--- config.mk ---
export PLATFORM = sky130hd
export DESIGN_NAME = hqc_encap_out_streamer
export DESIGN_NICKNAME = d
export VERILOG_FILES = /design/src/rtl/hqc_encap_out_streamer_pkg.sv /design/src/rtl/hqc_encap_out_streamer_fifo2.sv /design/src/rtl/hqc_encap_out_streamer.sv
export SDC_FILE = /design/constraint.sdc
export NUM_CORES = 1
export LEC_CHECK = 0
export ABC_AREA = 1
export CAP_MARGIN = 20
export CORE_AREA = 2 2 188 190
export DETAILED_ROUTE_END_ITERATION = 8
export DIE_AREA = 0 0 190 192
export GPL_ROUTABILITY_DRIVEN = 0
export PLACE_DENSITY = 0.81
export SKIP_LAST_GASP = 1
export SYNTH_ARGS = -nofsm -noshare
export SYNTH_HDL_FRONTEND = slang
export SYNTH_SLANG_ARGS = --single-unit
--- constraint.sdc ---
create_clock -name clk -period 3.4 [get_ports clk]
set_input_delay 0.51 -clock clk [delete_from_list [all_inputs] [get_ports clk]]
set_output_delay 0.51 -clock clk [all_outputs]
set_load 0.02 [all_outputs]
--- src/rtl/hqc_encap_out_streamer_pkg.sv ---
// Shared definitions for the HQC encapsulation output streamer.
//   - Section-type codes as driven on encap_out_type / out_sect.
//   - FSM state encoding (also exported on the debug port).
//   - Per-parameter-set code length and memory word count.
//   - Byte-reversal helpers used on the read-data path.
package hqc_encap_out_streamer_pkg;

  localparam logic [1:0] SECT_SS = 2'd0;
  localparam logic [1:0] SECT_D  = 2'd1;
  localparam logic [1:0] SECT_U  = 2'd2;
  localparam logic [1:0] SECT_V  = 2'd3;

  typedef enum logic [2:0] {
    ST_IDLE  = 3'd0,
    ST_RD_U  = 3'd1,
    ST_RD_V  = 3'd2,
    ST_RD_D  = 3'd3,
    ST_RD_SS = 3'd4,
    ST_DRAIN = 3'd5
  } state_e;

  // One fifo entry: 128-bit stream word, 2-bit section, last flag.
  localparam int FIFO_W = 128 + 2 + 1;

  // Code length N for each parameter set.
  function automatic int hqc_n(input string ps);
    if (ps == "hqc128")      return 17669;
    else if (ps == "hqc192") return 35851;
    else                     return 57637;
  endfunction

  // N rounded up to whole 128-bit memory words (N_MEM / 128).
  function automatic int hqc_mem_words(input string ps);
    return (hqc_n(ps) + 127) / 128;
  endfunction

  function automatic logic [127:0] brev128(input logic [127:0] x);
    logic [127:0] r;
    r = '0;
    for (int k = 0; k < 16; k++) r[8*k +: 8] = x[127-8*k -: 8];
    return r;
  endfunction

  function automatic logic [31:0] brev32(input logic [31:0] x);
    return {x[7:0], x[15:8], x[23:16], x[31:24]};
  endfunction

endpackage

--- src/rtl/hqc_encap_out_streamer_fifo2.sv ---
// Two-entry fifo holding stream words (data, sect, last) between the read
// path and the output handshake. count_o feeds the read-credit check.
// Ports:
//   clk_i, rst_ni   clock, async active-low reset
//   push_i/wdata_i  write strobe and entry
//   pop_i           read strobe (head consumed)
//   rdata_o         head entry (registered storage, stable while not popped)
//   count_o         occupancy 0..2
// A push and a pop in the same cycle while full is legal; count is unchanged.
module hqc_out_fifo2
  import hqc_encap_out_streamer_pkg::*;
#(
  parameter int W = FIFO_W
) (
  input  logic         clk_i,
  input  logic         rst_ni,
  input  logic         push_i,
  input  logic [W-1:0] wdata_i,
  input  logic         pop_i,
  output logic [W-1:0] rdata_o,
  output logic [1:0]   count_o
);

  logic [W-1:0] mem_q [2];
  logic         wr_ptr_q, rd_ptr_q;
  logic [1:0]   count_q, count_d;
  logic         do_push, do_pop;

  assign do_pop  = pop_i && (count_q != 2'd0);
  assign do_push = push_i && ((count_q != 2'd2) || do_pop);

  always_comb begin
    count_d = count_q;
    case ({do_push, do_pop})
      2'b10:   count_d = count_q + 2'd1;
      2'b01:   count_d = count_q - 2'd1;
      default: count_d = count_q;
    endcase
  end

  always_ff @(posedge clk_i or negedge rst_ni) begin
    if (!rst_ni) begin
      for (int i = 0; i < 2; i++) mem_q[i] <= '0;
      wr_ptr_q <= 1'b0;
      rd_ptr_q <= 1'b0;
      count_q  <= 2'd0;
    end else begin
      if (do_push) begin
        mem_q[wr_ptr_q] <= wdata_i;
        wr_ptr_q        <= ~wr_ptr_q;
      end
      if (do_pop) rd_ptr_q <= ~rd_ptr_q;
      count_q <= count_d;
    end
  end

  assign rdata_o = mem_q[rd_ptr_q];
  assign count_o = count_q;

endmodule

--- src/rtl/hqc_encap_out_streamer.sv ---
// Reads a finished HQC encapsulation out of the joint design's encap_out
// port and emits it as one 128-bit handshaked frame: u, v, d, ss.
// Ports:
//   clk, rst (async active-low), start (sampled only in IDLE)
//   encap_out_type/en/addr  registered read request; encap_out returns
//                           the data one cycle after the strobe
//   out_data/out_sect/out_last/out_valid/out_ready  output stream
//   busy (not IDLE), done (one-cycle pulse after the final word is taken)
//   dbg_state               current FSM state
// Handshake: a word transfers on a cycle where out_valid && out_ready;
// while out_valid is high and out_ready low, out_data/out_sect/out_last
// hold, and out_valid never drops until the word transfers.
// u/v words are byte-reversed; the last u and last v word have their
// PAD_BITS low bits cleared. d/ss reads give 32 bits each (top lane,
// byte-reversed); four reads pack into one word, first read lowest.
module hqc_encap_out_streamer
  import hqc_encap_out_streamer_pkg::*;
#(
  parameter string parameter_set = "hqc256",
  parameter int    U_WORDS       = hqc_mem_words(parameter_set),
  parameter int    V_WORDS       = U_WORDS,
  parameter int    PAD_BITS      = 88,
  parameter int    DSS_READS     = 16,
  parameter int    LOG_RAMDEPTH  = 9
) (
  input  logic                    clk,
  input  logic                    rst,
  input  logic                    start,
  output logic [1:0]              encap_out_type,
  output logic                    encap_out_en,
  output logic [LOG_RAMDEPTH-1:0] encap_out_addr,
  input  logic [127:0]            encap_out,
  output logic [127:0]            out_data,
  output logic                    out_valid,
  input  logic                    out_ready,
  output logic [1:0]              out_sect,
  output logic                    out_last,
  output logic                    busy,
  output logic                    done,
  output state_e                  dbg_state
);

  localparam int CW = LOG_RAMDEPTH + 1;
  localparam logic [CW-1:0] U_LEN   = CW'(U_WORDS);
  localparam logic [CW-1:0] V_LEN   = CW'(V_WORDS);
  localparam logic [CW-1:0] DSS_LEN = CW'(DSS_READS);
  localparam logic [127:0]  PAD_MASK = ~((128'd1 << PAD_BITS) - 128'd1);

  state_e                  state_q, state_d;
  logic [CW-1:0]           rd_cnt_q, rd_cnt_d;
  logic                    en_q, en_d;
  logic [1:0]              type_q, type_d;
  logic [LOG_RAMDEPTH-1:0] addr_q, addr_d;

  // Read-return stage: marks the cycle encap_out carries valid data.
  logic       rv_q, rv_d;
  logic [1:0] rv_sect_q;
  logic       rv_last_q, rv_last_d;

  logic [95:0] pk_q;
  logic [1:0]  pk_cnt_q;
  logic        done_q, done_d;

  logic [CW-1:0] sect_len, type_len, last_cnt;
  logic [1:0]    inflight;
  logic          credit_ok;

  logic              fifo_push, fifo_pop;
  logic [FIFO_W-1:0] fifo_wdata, fifo_rdata;
  logic [1:0]        fifo_count;

  logic [127:0] uv_word;
  logic [31:0]  dss_word;
  logic         rv_is_uv;

  // Reads issued whose data has not yet landed in the fifo/packer.
  assign inflight  = {1'b0, en_q} + {1'b0, rv_q};
  assign credit_ok = ({1'b0, fifo_count} + {1'b0, inflight}) < 3'd2;

  always_comb begin
    sect_len = DSS_LEN;
    case (state_q)
      ST_RD_U: sect_len = U_LEN;
      ST_RD_V: sect_len = V_LEN;
      default: sect_len = DSS_LEN;
    endcase
  end

  always_comb begin
    type_len = DSS_LEN;
    case (type_q)
      SECT_U:  type_len = U_LEN;
      SECT_V:  type_len = V_LEN;
      default: type_len = DSS_LEN;
    endcase
    last_cnt = type_len - CW'(1);
  end

  // Read sequencer. Each section waits for zero in-flight reads before
  // moving on, so encap_out_type never changes under an outstanding read.
  always_comb begin
    state_d  = state_q;
    rd_cnt_d = rd_cnt_q;
    en_d     = 1'b0;
    addr_d   = addr_q;
    type_d   = type_q;
    case (state_q)
      ST_IDLE: begin
        if (start) begin
          // Fifo is empty in IDLE, so the first read needs no credit check.
          state_d  = ST_RD_U;
          type_d   = SECT_U;
          en_d     = 1'b1;
          addr_d   = '0;
          rd_cnt_d = CW'(1);
        end
      end
      ST_RD_U, ST_RD_V, ST_RD_D, ST_RD_SS: begin
        if (rd_cnt_q < sect_len) begin
          if (credit_ok) begin
            en_d     = 1'b1;
            addr_d   = rd_cnt_q[LOG_RAMDEPTH-1:0];
            rd_cnt_d = rd_cnt_q + CW'(1);
          end
        end else if (inflight == 2'd0) begin
          rd_cnt_d = '0;
          addr_d   = '0;
          case (state_q)
            ST_RD_U: begin state_d = ST_RD_V;  type_d = SECT_V;  end
            ST_RD_V: begin state_d = ST_RD_D;  type_d = SECT_D;  end
            ST_RD_D: begin state_d = ST_RD_SS; type_d = SECT_SS; end
            default: begin state_d = ST_DRAIN; end
          endcase
        end
      end
      ST_DRAIN: begin
        if ((fifo_count == 2'd0) && (inflight == 2'd0)) state_d = ST_IDLE;
      end
      default: state_d = ST_IDLE;
    endcase
  end

  always_ff @(posedge clk or negedge rst) begin
    if (!rst) begin
      state_q  <= ST_IDLE;
      rd_cnt_q <= '0;
      en_q     <= 1'b0;
      type_q   <= SECT_SS;
      addr_q   <= '0;
    end else begin
      state_q  <= state_d;
      rd_cnt_q <= rd_cnt_d;
      en_q     <= en_d;
      type_q   <= type_d;
      addr_q   <= addr_d;
    end
  end

  assign rv_d      = en_q;
  assign rv_last_d = en_q && ({1'b0, addr_q} == last_cnt);

  always_ff @(posedge clk or negedge rst) begin
    if (!rst) begin
      rv_q      <= 1'b0;
      rv_sect_q <= SECT_SS;
      rv_last_q <= 1'b0;
    end else begin
      rv_q      <= rv_d;
      rv_sect_q <= type_q;
      rv_last_q <= rv_last_d;
    end
  end

  // Return-data formatting. u (2) and v (3) both have bit 1 set.
  assign rv_is_uv = rv_sect_q[1];
  assign uv_word  = brev128(encap_out) & (rv_last_q ? PAD_MASK : {128{1'b1}});
  assign dss_word = brev32(encap_out[127:96]);

  always_comb begin
    fifo_push  = 1'b0;
    fifo_wdata = '0;
    if (rv_q) begin
      if (rv_is_uv) begin
        fifo_push  = 1'b1;
        fifo_wdata = {uv_word, rv_sect_q, 1'b0};
      end else if (pk_cnt_q == 2'd3) begin
        fifo_push  = 1'b1;
        fifo_wdata = {dss_word, pk_q, rv_sect_q,
                      rv_last_q && (rv_sect_q == SECT_SS)};
      end
    end
  end

  // d/ss packer: collects the first three 32-bit lanes of each word; the
  // fourth read completes the word straight into the fifo.
  always_ff @(posedge clk or negedge rst) begin
    if (!rst) begin
      pk_q     <= '0;
      pk_cnt_q <= 2'd0;
    end else if (rv_q && !rv_is_uv) begin
      if (pk_cnt_q == 2'd3) begin
        pk_cnt_q <= 2'd0;
      end else begin
        pk_q[32*pk_cnt_q +: 32] <= dss_word;
        pk_cnt_q                <= pk_cnt_q + 2'd1;
      end
    end
  end

  hqc_out_fifo2 #(.W(FIFO_W)) u_fifo (
    .clk_i   (clk),
    .rst_ni  (rst),
    .push_i  (fifo_push),
    .wdata_i (fifo_wdata),
    .pop_i   (fifo_pop),
    .rdata_o (fifo_rdata),
    .count_o (fifo_count)
  );

  assign out_valid = (fifo_count != 2'd0);
  assign fifo_pop  = out_valid && out_ready;
  assign out_data  = fifo_rdata[FIFO_W-1:3];
  assign out_sect  = fifo_rdata[2:1];
  assign out_last  = fifo_rdata[0];

  // done follows the cycle in which the frame's final word is accepted.
  assign done_d = fifo_pop && out_last;

  always_ff @(posedge clk or negedge rst) begin
    if (!rst) done_q <= 1'b0;
    else      done_q <= done_d;
  end

  assign done           = done_q;
  assign busy           = (state_q != ST_IDLE);
  assign dbg_state      = state_q;
  assign encap_out_en   = en_q;
  assign encap_out_type = type_q;
  assign encap_out_addr = addr_q;

endmodule

==> impl_results.md, run 1 <==
* Total congestion overflow at 0
* Max-slew violations at 0
* Hold buffers post-CTS at 0
* Via count at 17033
* Skew-Pair Late Insertion Delay at 530 ps
* Met2 routed WL at 25.4 mm
* Ranking of synthesized cells by area: dfrtp_1 52%, nand2_1 17%, o21ai_0 10%
* Simple-gate portion of the synthesized area at 0.218
* CP max stage cell: clkdlybuf4s50_1
* Post-route ant nets at 0
* Die area at 0.0365 mm2
* Residual DRC at 0
* Compound-Gate Fraction of Synth Area at 0.141
* Critical Path Source Type: flop
* Leakage at 0.0110 uW
* Yosys warnings at 0
* FF+latch count, synth at 394
* Fillers at 2770
* Post_cts resized at 0
* CP bufs+invs at 2
* Largest family of logic cells by synthesized area: simple AND/OR/NAND/NOR gates
* Switching Share at 0.417
* Run status: complete, no violations
* # setup viols final at 0
* Main synth FF type: dfrtp_1
* DR top layer: met5
* EDFF count, synth at 0
* Clock transition at path regs at 60 ps
* Sequential area share after synthesis at 0.520
* First-pass GRT wire length at 87.1 mm
* Fin Setup TNS at 0 ps
* Worst Tran Pin Value at 994 ps
* Synth Area in XOR/XNOR at 0.00515
* TritonCTS clock tree: done
* Reg power frac at 0.352
* Storage cell area at 0.00986 mm2
* RSZ-0062 raised after global routing: false
* Initial antenna violation count at 1
* Commonest cells after routing, fill and taps aside: 839 x nand2_1, 393 x dfrtp_1, 386 x o21ai_0
* Peak supply drop at 883 uV
* Worst Path Arrival at 2680 ps
* Worst min-delay path class: primary input to async pin
* Area leader, netlist: dfrtp_1
* Multiplexer share of the synthesized area at 0
* Final hold violations at 0
* Dpl ws at 812 ps
* CTS HTree Levels at 2
* Highest clock rate at 313 MHz
* ANT cells at 0
* Ratio of cells with drive above 1 in the final layout at 0.0493
* Syn_area_per_cell at 7.74 um2
* Post-Syn Instances at 2452
* Buffers on Ports at 280
* Synth Area in Adders at 0.00765
* GRT Util Overall at 0.303
* Die height at 192 um
* Routed wire length at 55.2 mm
* CP Capture Type: primary output
* Final WS setup at 209 ps
* Crit path required time at 2890 ps
* Met3 wire len at 4.93 mm
* Dpl hpwl at 37.3 mm
* Clock sink count at 394
* First drt pass iteration count at 8
* Internal power at 12100 uW
* Yosys top cell area share at 0.520
* Layout area overhead at 22.9%
* Crit-path cells: buf_12 > o21ai_0 > clkdlybuf4s50_1
* Vias/cell at 5.44
* Wire length on met1 at 22.8 mm
* Combinational fraction of design power at 0.436
* Commonest non-fill, non-tap cell in the layout: nand2_1
* Pwr Density at 892 mW/mm2
* Period utilization at 0.938
* Layout Nets at 2795
* Starting Density at 0.553
* Core area at 0.0343 mm2
* Synth Cell Area at 0.0190 mm2
* CTS Root Cell: clkbuf_16
* Pin count of the biggest net entering global routing at 129
* Post-CTS setup buffers at 0
* Max-cap viol count at 0
* Async set-reset flop share out of synthesis at 1.00
* Cell Rows at 68
* Net Sw Power at 8670 uW
* Skew final at 17.5 ps
* Syn_nets at 2595
* CP top delay family: buffers and inverters
* CP Max Fanout at 82
* Area of the multi-input gates at 0.00706 mm2
* I/O pins at 281
* Setup Crit Path Kind: flop to primary output
* Max incr delay on CP at 700 ps
* Die W at 190 um
* Total CTS buffers at 41
* Wirelength per Cell at 17.6 um
* Post-synth cell types at 40
* Clock Tree Buf Depth at 3
* DR iter-0 viols at 1589
* Slew margin rel. at 0.336
* Vias in the first global route at 16398
* Minimum clock period at 3190 ps
* Clk network pwr share at 0.212
## routing by layer
layer	up-vias	GRT usage
met5	-	0
met4	2	0.121
met3	120	0.0583
met2	786	0.470
met1	8094	0.423
li1	8031	-
## area by class of cell
type / instances / area share
clock buffers: 58 / 0.0512
clock inverters: 10 / 0.00473
inverters: 357 / 0.0576
multi-input cells: 1551 / 0.303
flip-flops and latches: 394 / 0.423
well taps: 455 / 0.0244
repair buffers: 307 / 0.136
## Yosys cell counts (8+ instances only)
cell type	n
nand2_2	18
nand2_1	839
buf_2	44
inv_1	348
buf_4	13
ha_1	10
o21ai_1	23
nand3_1	50
dfrtp_1	394
nor2_1	79
nand4_1	21
clkbuf_1	74
o22ai_1	88
clkbuf_2	8
o21ai_0	386
## state kept, by name, summed over array words and instances (netlist names), 2 cells and up
name and count:
encap_out_type 2, rd_cnt_q 10, pk_cnt_q 2, u_fifo.mem_q 262, pk_q 96, rv_sect_q 2
dbg_state 3, u_fifo.count_o 2, encap_out_addr 9
## per-stage QoR
stage                     power (uW)   util  std cells  cell area [um2]  hold slack [ps]
after floorplan                12900      -       2452            19000              214
after global placement         16000  0.642       3064            22000              452
after detailed placement       16300  0.642       3064            22000              458
after CTS                      20800  0.680       3132            23300             45.5
after global routing           22100  0.680       3132            23300             72.9
final                          20800  0.680       3132            23300             22.8
## kinds of logic (layout without fill, tap and decap cells)
logic type	Yosys count	after routing
adders and majority gates	11	11
DFF	394	394
and+or+nand+nor	1027	1027
buffers and inverters	507	732
xor gates and xnor gates	9	9
AOI/OAI and AO/OA	504	504
## worst paths after layout
kind	slack (ps)	from	depth (start not counted)	end
max in group asynchronous	2470	rst	2	rd_cnt_q[7]$_DFFE_PN0P_
min in group clk	470	u_fifo.mem_q[10]$_DFFE_PN0P_	2	u_fifo.mem_q[10]$_DFFE_PN0P_
setup / recovery	210	u_fifo.rd_ptr_q$_DFFE_PN0P_	3	out_data[99]
hold reg to reg	470	u_fifo.mem_q[10]$_DFFE_PN0P_	2	u_fifo.mem_q[10]$_DFFE_PN0P_
setup reg to reg	930	encap_out_en$_DFF_PN0_	11	rd_cnt_q[4]$_DFFE_PN0P_
hold / removal	20	rst	1	u_fifo.mem_q[173]$_DFFE_PN0P_
## worst register-to-register path, delay by kind of cell, from the launching register on
kind                       cells  cell delay (ps)
buffers and inverters          2              320
adders and majority gates      2              760
and+or+nand+nor                7              850
DFF                            1              430
## power groups by stage
stage	sequential [uW]	clock (uW)	combinational, uW
after floorplan	7100	0	5850
after global placement	7300	0	8700
after detailed placement	7360	0	8960
after CTS	7290	4450	9030
after global routing	7470	4660	9950
final	7320	4400	9060
No activity file was read; power rests on OpenSTA's default activity.
==> run 2: changes to the inputs <==
Settings changed: CORE_AREA 2 2 188 190 to 2 2 193 195, DIE_AREA 0 0 190 192 to 0 0 195 197, SYNTH_HIERARCHICAL set to 1.
==> run 2 against run 1 <==
Core utilization is 0.89 points lower. Clock power rose by 5.7%. Largest cell class unchanged. Cell area up 4.4%. Via count up 17%. Maximum frequency down 0.34%. Synthesized cell count rose by 5.6%. Critical path type unchanged. Combinational power grew 18%. Global-route usage rose by 3.8 points. Critical endpoint is now out_data[31].
==> impl_results.md, run 2 <==
* Async set-reset flop share out of synthesis at 1.00
* Yosys top cell area share at 0.492
* Synth Area in Adders at 0.00724
* Initial antenna violation count at 2
* Minimum clock period at 3200 ps
* Starting Density at 0.553
* Vias/cell at 6.16
* Total congestion overflow at 0
* CTS HTree Levels at 2
* Crit path required time at 2890 ps
* Clock transition at path regs at 60 ps
* CP Capture Type: primary output
* Pwr Density at 938 mW/mm2
* Top flop regs: u_fifo/mem_q (262), pk_q (96), rd_cnt_q (10)
* Post-synth cell types at 41
* CP Max Fanout at 71
* Multiplexer share of the synthesized area at 0
* Die W at 195 um
* Via count at 19850
* First-pass GRT wire length at 104 mm
* ANT cells at 0
* Sequential area share after synthesis at 0.492
* Dpl cell area at 0.0229 mm2
* Period utilization at 0.942
* Dpl hpwl at 41.6 mm
* Run status: complete, no violations
* Peak supply drop at 1070 uV
* Core area at 0.0363 mm2
* # setup viols final at 0
* Vias in the first global route at 18742
* Crit-path cells: inv_4 > buf_12 > nand2_1 > nand2_1 > clkdlybuf4s50_1
* Total CTS buffers at 42
* Most frequent CP cell: nand2_1
* TritonCTS clock tree: done
* Main synth FF type: dfrtp_1
* Ratio of cells with drive above 1 in the final layout at 0.0573
* Compound-Gate Fraction of Synth Area at 0.0599
* Die area at 0.0384 mm2
* Pwr Total at 22800 uW
* Max incr delay on CP at 710 ps
* Hold buffers post-CTS at 0
* Layout Nets at 2869
* Die height at 197 um
* Highest clock rate at 312 MHz
* Post-Syn Instances at 2589
* CP max stage cell: dfrtp_4
* Register with the most flip-flops: u_fifo/mem_q
* Worst Tran Pin Value at 1090 ps
* Commonest non-fill, non-tap cell in the layout: nand2_1
* Syn_area_per_cell at 7.74 um2
* Area leader, netlist: dfrtp_1
* Post-synth top cells: 1197 x nand2_1, 394 x dfrtp_1, 278 x nand4_1, 163 x nand3_1, 105 x clkbuf_1
* Pin count of the biggest net entering global routing at 157
* Skew-Pair Late Insertion Delay at 530 ps
* Residual DRC at 0
* Fin Setup TNS at 0 ps
* FF+latch count, synth at 394
* Worst min-delay path class: primary input to async pin
* Simple-gate portion of the synthesized area at 0.370
* Top-count cell post-synth: nand2_1
* Clock Tree Buf Depth at 3
* Layout area overhead at 21.3%
* Leakage at 0.0123 uW
* Cell Rows at 70
* Commonest cells after routing, fill and taps aside: 1194 x nand2_1, 392 x dfrtp_1, 279 x clkdlybuf4s50_1
* Final hold violations at 0
* I/O pins at 281
* Fin area at 0.0243 mm2
* Max-slew violations at 0
* GRT Util Overall at 0.341
* Buffers on Ports at 280
* Setup Crit Path Kind: flop to primary output
* Largest register FFs at 262
* Synth Area in XOR/XNOR at 0.00306
* Slew margin rel. at 0.269
* Routed wire length at 66.0 mm
* Wirelength per Cell at 20.5 um
* RSZ-0062 raised after global routing: false
* Worst Path Arrival at 2690 ps
* Critical Path Source Type: flop
* Synth Cell Area at 0.0200 mm2
* Yosys warnings at 6
* CTS Root Cell: clkbuf_16
* Ranking of synthesized cells by area: dfrtp_1 49%, nand2_1 22%, nand4_1 8.7%
* Post_cts resized at 0
* Syn_nets at 2732
* Skew final at 11.9 ps
* Fillers at 2977
* Post-CTS setup buffers at 0
* Max-cap viol count at 0
* Clock sink count at 394
* First drt pass iteration count at 6
* Largest family of logic cells by synthesized area: simple AND/OR/NAND/NOR gates
* EDFF count, synth at 0
* DR iter-0 viols at 2661
* Post-route ant nets at 0
## run 2: area by class of cell
cell class | count | area [um2] | share of cell area
Timing Repair Buffer | 320 | 3280 | 0.135
Multi-Input combinational cell | 1895 | 8890 | 0.366
Inverter | 73 | 295 | 0.0121
Clock buffer | 61 | 1280 | 0.0525
Tap cell | 468 | 586 | 0.0241
Sequential cell | 394 | 9870 | 0.406
Clock inverter | 13 | 126 | 0.00520
## run 2: per-stage QoR
| step | utilization | setup WS [ps] | hold WS, ps | instances |
|---|---|---|---|---|
| floorplan | - | 965 | 214 | 2589 |
| global placement | 0.631 | 801 | 425 | 3149 |
| detailed placement | 0.631 | 756 | 427 | 3149 |
| CTS | 0.670 | 236 | 61.1 | 3223 |
| global route | 0.671 | 138 | 85.3 | 3224 |
| finish | 0.671 | 198 | 23.8 | 3224 |
## run 2: where the power goes
| group | internal (uW) | switching [uW] |
|---|---|---|
| logic | 3340 | 7370 |
| clock network | 2760 | 1890 |
| registers | 6340 | 1120 |
| total | 12400 | 10400 |
## run 2: worst max-delay path: cells and delay by family (launching register included)
| family | cells | cell delay (ps) |
|---|---|---|
| and+or+nand+nor | 2 | 240 |
| buffers and inverters | 3 | 1100 |
| DFF | 1 | 710 |
## run 2: final timing paths
path                                          startpoint                             to  slack (ps)  cells after the start
max reg2reg                               rv_q$_DFF_PN0_  u_fifo/mem_q[163]$_DFFE_PN0P_         790                      6
max                          u_fifo/rd_ptr_q$_DFFE_PN0P_                   out_data[31]         200                      5
max in group asynchronous                            rst  u_fifo/mem_q[218]$_DFFE_PN0P_        2440                      2
min                                                  rst        rd_cnt_q[5]$_DFFE_PN0P_          20                      1
min in group clk           encap_out_type[0]$_DFFE_PN0P_         rv_sect_q[0]$_DFF_PN0_         440                      0
min reg2reg                encap_out_type[0]$_DFFE_PN0P_         rv_sect_q[0]$_DFF_PN0_         440                      0
## run 2: cell families (layout without fill, tap and decap cells)
group / Yosys count / after routing
adder cells (fa/ha/maj): 11 / 11
XOR/XNOR: 7 / 7
buffers and inverters: 300 / 467
flip-flops: 394 / 394
AO/OA/AOI/OAI: 181 / 181
AND/OR/NAND/NOR: 1696 / 1696
## run 2: routing by layer
layer | vias to the layer above | track usage | routed length (um)
li1 | 8927 | - | -
met1 | 9532 | 0.488 | 26100
met2 | 1232 | 0.532 | 30300
met3 | 159 | 0.0582 | 7300
met4 | 0 | 0.115 | 2280
met5 | - | 0 | 0
==> run 3: changes to the inputs <==
Settings changed: SLEW_MARGIN set to 10.
==> results of run 3 <==
Final layout, timing and power as in run 2 (identical DEF).
